**src/rtl/param_data_fifo_if.sv**
```systemverilog
// param_data_fifo_if: producer/consumer handshake bundle for param_data_fifo.
//   Write side : iData, iValid -> FIFO ; oReady <- FIFO
//   Read side  : oData, oValid <- FIFO ; iReady -> FIFO
//   Status     : oCount, oAlmostFull, oOverflow <- FIFO
// slave modport is the FIFO side; master modport is the producer/consumer side.
interface param_data_fifo_if #(
  parameter int WIDTH = 32,
  parameter int DEPTH = 4
);
  localparam int AW = $clog2(DEPTH);

  logic [WIDTH-1:0] iData;
  logic             iValid;
  logic             oReady;
  logic [WIDTH-1:0] oData;
  logic             oValid;
  logic             iReady;
  logic [AW:0]      oCount;
  logic             oAlmostFull;
  logic             oOverflow;

  modport slave (
    input  iData, iValid, iReady,
    output oReady, oData, oValid, oCount, oAlmostFull, oOverflow
  );

  modport master (
    output iData, iValid, iReady,
    input  oReady, oData, oValid, oCount, oAlmostFull, oOverflow
  );
endinterface

```
**src/rtl/param_data_fifo.sv**
```systemverilog
// param_data_fifo: DEPTH-entry first-word-fall-through FIFO of WIDTH-bit words
// with valid/ready handshakes on both sides.
// Ports:
//   iClk   - clock, all state updates on the rising edge
//   iRst_n - asynchronous active-low reset
//   bus    - param_data_fifo_if.slave: write handshake (iData/iValid/oReady),
//            read handshake (oData/oValid/iReady), occupancy oCount,
//            oAlmostFull (oCount >= AFULL_TH), sticky oOverflow.
module param_data_fifo #(
  parameter int WIDTH    = 32,
  parameter int DEPTH    = 4,
  parameter int AFULL_TH = DEPTH - 1
) (
  input  logic               iClk,
  input  logic               iRst_n,
  param_data_fifo_if.slave   bus
);
  localparam int          AW        = $clog2(DEPTH);
  localparam logic [AW:0] FULL_CNT  = DEPTH[AW:0];
  localparam logic [AW:0] AFULL_CNT = AFULL_TH[AW:0];

  logic [WIDTH-1:0] mem [DEPTH];
  logic [AW-1:0]    wPtr, rPtr;
  logic [AW:0]      count;
  logic             overflow;
  logic             push, pop;

  // Handshake qualifiers come from the registered count only, so there is
  // no combinational path from iValid to oReady or from iReady to oValid.
  assign push = bus.iValid & bus.oReady;
  assign pop  = bus.oValid & bus.iReady;

  // Storage is cleared on reset so the head word reads as 0 while in reset.
  always_ff @(posedge iClk or negedge iRst_n) begin
    if (!iRst_n) begin
      for (int i = 0; i < DEPTH; i++) mem[i] <= '0;
    end else if (push) begin
      mem[wPtr] <= bus.iData;
    end
  end

  // Pointers wrap naturally at DEPTH since DEPTH is a power of two.
  always_ff @(posedge iClk or negedge iRst_n) begin
    if (!iRst_n) begin
      wPtr     <= '0;
      rPtr     <= '0;
      count    <= '0;
      overflow <= 1'b0;
    end else begin
      if (push) wPtr <= wPtr + 1'b1;
      if (pop)  rPtr <= rPtr + 1'b1;
      case ({push, pop})
        2'b10:   count <= count + 1'b1;
        2'b01:   count <= count - 1'b1;
        default: count <= count;
      endcase
      // Any write attempt against a full FIFO latches until reset.
      if (bus.iValid && (count == FULL_CNT)) overflow <= 1'b1;
    end
  end

  assign bus.oData       = mem[rPtr];
  assign bus.oValid      = (count != '0);
  assign bus.oReady      = (count != FULL_CNT);
  assign bus.oCount      = count;
  assign bus.oAlmostFull = (count >= AFULL_CNT);
  assign bus.oOverflow   = overflow;
endmodule
```
**src/flat_wrapper.sv**
```systemverilog
// flat-port wrapper written by rule: the top's interface ports become plain ports
module param_data_fifo_flat 
#(
  parameter int WIDTH    = 32,
  parameter int DEPTH    = 4,
  parameter int AFULL_TH = DEPTH - 1
)
  (iClk, iRst_n, bus_iData, bus_iValid, bus_iReady, bus_oReady, bus_oData, bus_oValid, bus_oCount, bus_oAlmostFull, bus_oOverflow);
  param_data_fifo_if #(.WIDTH(WIDTH), .DEPTH(DEPTH)) bus_i ();
  input  logic iClk;
  input  logic iRst_n;
  input wire logic [$bits(bus_i.iData)-1:0] bus_iData;
  input wire logic [$bits(bus_i.iValid)-1:0] bus_iValid;
  input wire logic [$bits(bus_i.iReady)-1:0] bus_iReady;
  output wire logic [$bits(bus_i.oReady)-1:0] bus_oReady;
  output wire logic [$bits(bus_i.oData)-1:0] bus_oData;
  output wire logic [$bits(bus_i.oValid)-1:0] bus_oValid;
  output wire logic [$bits(bus_i.oCount)-1:0] bus_oCount;
  output wire logic [$bits(bus_i.oAlmostFull)-1:0] bus_oAlmostFull;
  output wire logic [$bits(bus_i.oOverflow)-1:0] bus_oOverflow;
  assign bus_i.iData = bus_iData;
  assign bus_i.iValid = bus_iValid;
  assign bus_i.iReady = bus_iReady;
  assign bus_oReady = bus_i.oReady;
  assign bus_oData = bus_i.oData;
  assign bus_oValid = bus_i.oValid;
  assign bus_oCount = bus_i.oCount;
  assign bus_oAlmostFull = bus_i.oAlmostFull;
  assign bus_oOverflow = bus_i.oOverflow;
  param_data_fifo #(.WIDTH(WIDTH), .DEPTH(DEPTH), .AFULL_TH(AFULL_TH)) u_core (.iClk(iClk), .iRst_n(iRst_n), .bus(bus_i));
endmodule
```
**config.mk**
```make
export PLATFORM = sky130hd
export DESIGN_NAME = param_data_fifo_flat
export DESIGN_NICKNAME = d
export VERILOG_FILES = /design/src/rtl/param_data_fifo_if.sv /design/src/rtl/param_data_fifo.sv /design/src/flat_wrapper.sv
export SDC_FILE = /design/constraint.sdc
export NUM_CORES = 1
export LEC_CHECK = 0
export ABC_AREA = 1
export CAP_MARGIN = 20
export CORE_ASPECT_RATIO = 0.9
export CORE_MARGIN = 2
export CORE_UTILIZATION = 47
export CTS_CLUSTER_DIAMETER = 150
export DETAILED_ROUTE_END_ITERATION = 8
export PLACE_DENSITY = 0.69
export SLEW_MARGIN = 20
export SYNTH_ARGS = -nofsm -noshare
export SYNTH_HDL_FRONTEND = slang
export SYNTH_SLANG_ARGS = --single-unit
```
**constraint.sdc**
```tcl
create_clock -name iClk -period 4.1 [get_ports iClk]
set_clock_uncertainty 0.05 [all_clocks]
set_input_delay 0.615 -clock iClk [delete_from_list [all_inputs] [get_ports iClk]]
set_output_delay 0.615 -clock iClk [all_outputs]
set_load 0.1 [all_outputs]
```
## Yosys cells after proc, flatten, opt, wreduce, memory -nomap -nowiden

Cells that the tools add are included.
W data, S select, Z words.

- Reduce and logical (&&, ||, !) cells: 4
- Equality and inequality tests: 4
- Mux-type cells: 7
- Add/subtract/negate cells: 4
- Order comparisons: 4
- Bitwise logic cells: 4

Operators with widths:

| cell | number |
|---|---|
| $bwmux W128 | 1 |
| $mux W32 | 3 |
| $bmux W32 S2 | 1 |
| $demux W32 S2 | 1 |
| $ge A3 B3 Y1 const B | 2 |
| $not A2 Y3 | 2 |
| $pmux W3 S2 | 1 |
| $add A2 B1 Y2 const B | 2 |
| $add A3 B1 Y3 const B | 1 |
| $eq A3 B3 Y1 const B | 1 |
| $ge A3 B2 Y1 const B | 1 |
| $lt A3 B1 Y1 const B | 1 |
| $ne A3 B3 Y1 const B | 1 |
| $reduce_bool A3 Y1 | 1 |
| $sub A3 B1 Y3 const B | 1 |
| $and A1 B1 Y1 | 2 |
| $eq A2 B1 Y1 const B | 1 |
| $eq A2 B2 Y1 const B | 1 |
| $logic_and A1 B1 Y1 | 2 |
| $reduce_bool A2 Y1 | 1 |

- Register bits: 136
- Word-level logic and storage cells: 35

## Logic depth before layout (Yosys ltp)

- Depth after elaboration: 6
- Gate-level depth with buffers: 12

## Least setup slack after synthesis

Ideal clock, no wire load.

- Path type: flip-flop to output port
- Start: register u_core.count[0], in the netlist u_core.bus.oCount[0]
- End: output bus_oAlmostFull
- Cell stages (with the launch flop): 3
- Arrival time: 3.306 ns
- Slack: 0.129 ns
- Path buffers: 0
- Data required time: 3.435 ns
- Cells stage by stage: dfrtp_1 > inv_1 > o21ai_0

- Cells in the longest elaborated chain, start to end: 1

RTL lines:

| what | RTL line | RTL |
|---|---|---|
| start, declared | param_data_fifo.sv:24 | `logic [AW:0] count;` |
| start signal, assigned | param_data_fifo.sv:53 | `2'b10: count <= count + 1'b1;` |
| start signal, assigned | param_data_fifo.sv:54 | `2'b01: count <= count - 1'b1;` |
| start signal, assigned | param_data_fifo.sv:55 | `default: count <= count;` |
| $ge A3 B2 Y1 | param_data_fifo.sv:66 | `assign bus.oAlmostFull = (count >= AFULL_CNT);` |
| end, declared | flat_wrapper.sv:19 | `output wire logic [$bits(bus_i.oAlmostFull)-1:0] bus_oAlmostFull;` |

No other way between the ends.

## Final worst setup path

- Start: register u_core.rPtr[0]
- End: output bus_oData[4]

- Cells in the longest elaborated chain, start to end: 4

RTL lines:

| what | RTL line | RTL |
|---|---|---|
| start, declared | param_data_fifo.sv:23 | `logic [AW-1:0] wPtr, rPtr;` |
| start signal, assigned | param_data_fifo.sv:51 | `if (pop) rPtr <= rPtr + 1'b1;` |
| $not A2 Y3 (implied by the code) | param_data_fifo.sv:62 | `assign bus.oData = mem[rPtr];` |
| $bmux W32 S2 | param_data_fifo.sv:62 |  |
| $mux W32 (implied by the code) (2 in a row) | param_data_fifo.sv:62 |  |
| end, declared | flat_wrapper.sv:16 | `output wire logic [$bits(bus_i.oData)-1:0] bus_oData;` |

No other way between the ends. The select of a mux whose other input is x is not followed.

==> results.cfg <==
[critical_path]
cp_data_required_time_ns = 3.43
arrival_ns = 2.44
crit_fanout = 59
critPathKind = reg2out
worstSetupEndpointType = primary output
cp-start-kind = register

[layout]
n_antenna_cell = 0
area.growth.synth_to_final_pct = 18.28
post_route_cells_drive_above_1_share_pct = 10.38
fill_cells = 1246
stdcell_area_mm2 = 0.007903
final_nets = 915

[detailed_routing]
drt_iter0_drc = 657
drc = 0
drt-total-wl_um = 18390
dr.pass1.iters = 6
wl_per_cell_um = 17.04
vias_per_cell = 5.728
ant_nets = 0
vias = 6181

[global_routing]
antenna_found_initial = 0
grt_max_degree = 86
grt_pass1_wl_um = 29850
globalRouteTotalUtil_pct = 25.08
grt_overflow_total = 0
grt_pass1_vias = 5891

[clock_network]
cts_num_sinks = 136
cts_root_buf = clkbuf_16
cts_hold_buf = 0
cts_resized = 0
clkTransAtPathRegs_ns = 0.06
postCtsSetupBuffers = 0
clock_path_buffers = 2
cts_tree = built
cts_buffers = 17
htreeDepth = 4
insertion_delay_ns = 0.42

[timing]
finalCritPeriodShare_pct = 75.75
setup_viol = 0
period_needed_ns = 3.106
slew_headroom_pct = 35.09
tightest_slew_ns = 0.9722
hold_viol_final = 0
drv_slew = 0
fmax_mhz = 322.0
final.setup.tns_ns = 0
rsz0062_at_grt = false

[yosys]
yosysWarningCount = 0
synth_area_leader_cell = dfrtp_1
yosys-top-cells-area = dfrtp_1, nand2_1, nand4_1
synth-seq-cells = 136
synth_cells = 842
synth_cell_types = 21
syn_area_mm2 = 0.006681
syn_avg_cell_area_um2 = 7.935
synth-seq-area-share_pct = 50.94
netlist.area_leader.share_pct = 50.94
syn_nets = 884

[flow_run]
max-cap-violations = 0

[placed_design]
dp_hpwl_um = 10260
post_dp_cell_area_mm2 = 0.007337
place_congestion = 0.7901
portBuffers = 74

[floorplanning]
die_h_um = 117.1
start_util_pct = 47.88
die_area_mm2 = 0.01519
dieWidth_um = 129.7
rows = 41
design.core.area_mm2 = 0.01395
io_pins = 75

[run_status]
status = complete, no violations

[hold_path]
min_path_type = in2async
==> cells in the final DEF (no fill, tap or decap) <==
cell and n:
dfrtp_2 1, nand4_1 129, inv_2 2, nor2_1 96, buf_4 50, xnor2_1 1, a31o_2 1, clkbuf_16 17
nand3_2 4, fa_1 1, nand2_4 1, clkbuf_1 1, clkinv_2 5, nand2_1 275, clkbuf_8 7, ha_1 5
nand3_1 5, clkdlybuf4s50_1 39, dfrtp_1 135, o21ai_0 92, o21ai_1 6, nor2_2 1, buf_6 1, clkinvlp_4 2
inv_1 9
==> stage by stage <==
step           setup WS (ns)  utilization (%)  std cells  hold WS (ns)
3_5_place_dp           1.457            52.58       1047        0.4030
6_report              0.9943            56.64       1079        0.1902
2_1_floorplan         0.1290                -        842        0.2694
3_3_place_gp           1.455            52.58       1047        0.3975
5_1_grt               0.8178            56.64       1079        0.2742
4_1_cts               0.9902            56.64       1079        0.2414
==> worst max-delay path: stages (launching register included) <==
cell     delay, ns
dfrtp_2       0.40
inv_2         0.70
buf_4         0.26
o21ai_0       0.07
o21ai_0       0.24
buf_4         0.33
==> metal layers <==
layer	vias up	share of wire (%)	global-route usage [%]
met2	244	46	38.22
li1	2900	-	-
met5	-	0	0
met3	28	6.9	5.364
met4	0	1.5	8.315
met1	3009	46	35.99
==> cells in the mapped netlist <==
cell type,instances
nand4_1,129
inv_1,10
dfrtp_1,136
buf_6,1
nand3_2,4
buf_4,4
xnor2_1,1
nor2_2,1
a31o_2,1
nor2_1,96
buf_1,8
nand2_1,275
buf_2,39
inv_2,1
ha_1,5
o21ai_0,92
nand2_4,1
o21ai_1,6
fa_1,1
clkbuf_1,26
nand3_1,5
==> area by class of cell <==
cell class	instances	area, µm²	area share [%]
Clock buffer	25	525.5	6.650
Tap cell	193	241.5	3.056
Timing Repair Buffer	90	777.0	9.832
Inverter	11	41.29	0.5225
Clock inverter	7	40.04	0.5066
Multi-Input combinational cell	617	2873	36.35
Sequential cell	136	3405	43.08
==> final timing paths <==
path | start | depth (start not counted) | endpoint | slack [ns]
max | u_core.rPtr[0]$_DFFE_PN0P_ | 5 | bus_oData[4] | 0.99
min | iRst_n | 1 | u_core.mem[87]$_DFFE_PN0P_ | 0.19
max reg2reg | u_core.bus.oCount[1]$_DFFE_PN0P_ | 10 | u_core.bus.oCount[2]$_DFFE_PN0P_ | 1.64
min reg2reg | u_core.mem[7]$_DFFE_PN0P_ | 2 | u_core.mem[7]$_DFFE_PN0P_ | 0.42
max in group asynchronous | iRst_n | 2 | u_core.mem[60]$_DFFE_PN0P_ | 2.85
min in group iClk | u_core.mem[7]$_DFFE_PN0P_ | 2 | u_core.mem[7]$_DFFE_PN0P_ | 0.42
==> registers in the layout, summed over array words and instances (netlist names) <==
name,flops
u_core.wPtr,2
u_core.mem,128
u_core.rPtr,2
u_core.bus.oOverflow,1
u_core.bus.oCount,3
==> kinds of logic after synthesis <==
logic type | share of synthesized area (%)
AND/OR/NAND/NOR | 34.16
XOR/XNOR | 0.1311
buffers and inverters | 6.067
AO/OA/AOI/OAI | 7.472
adder cells (fa/ha/maj) | 1.236
flip-flops | 50.94
Power is not shown: default switching activity piles up to over one toggle a cycle in this logic, so the estimate is an artifact.
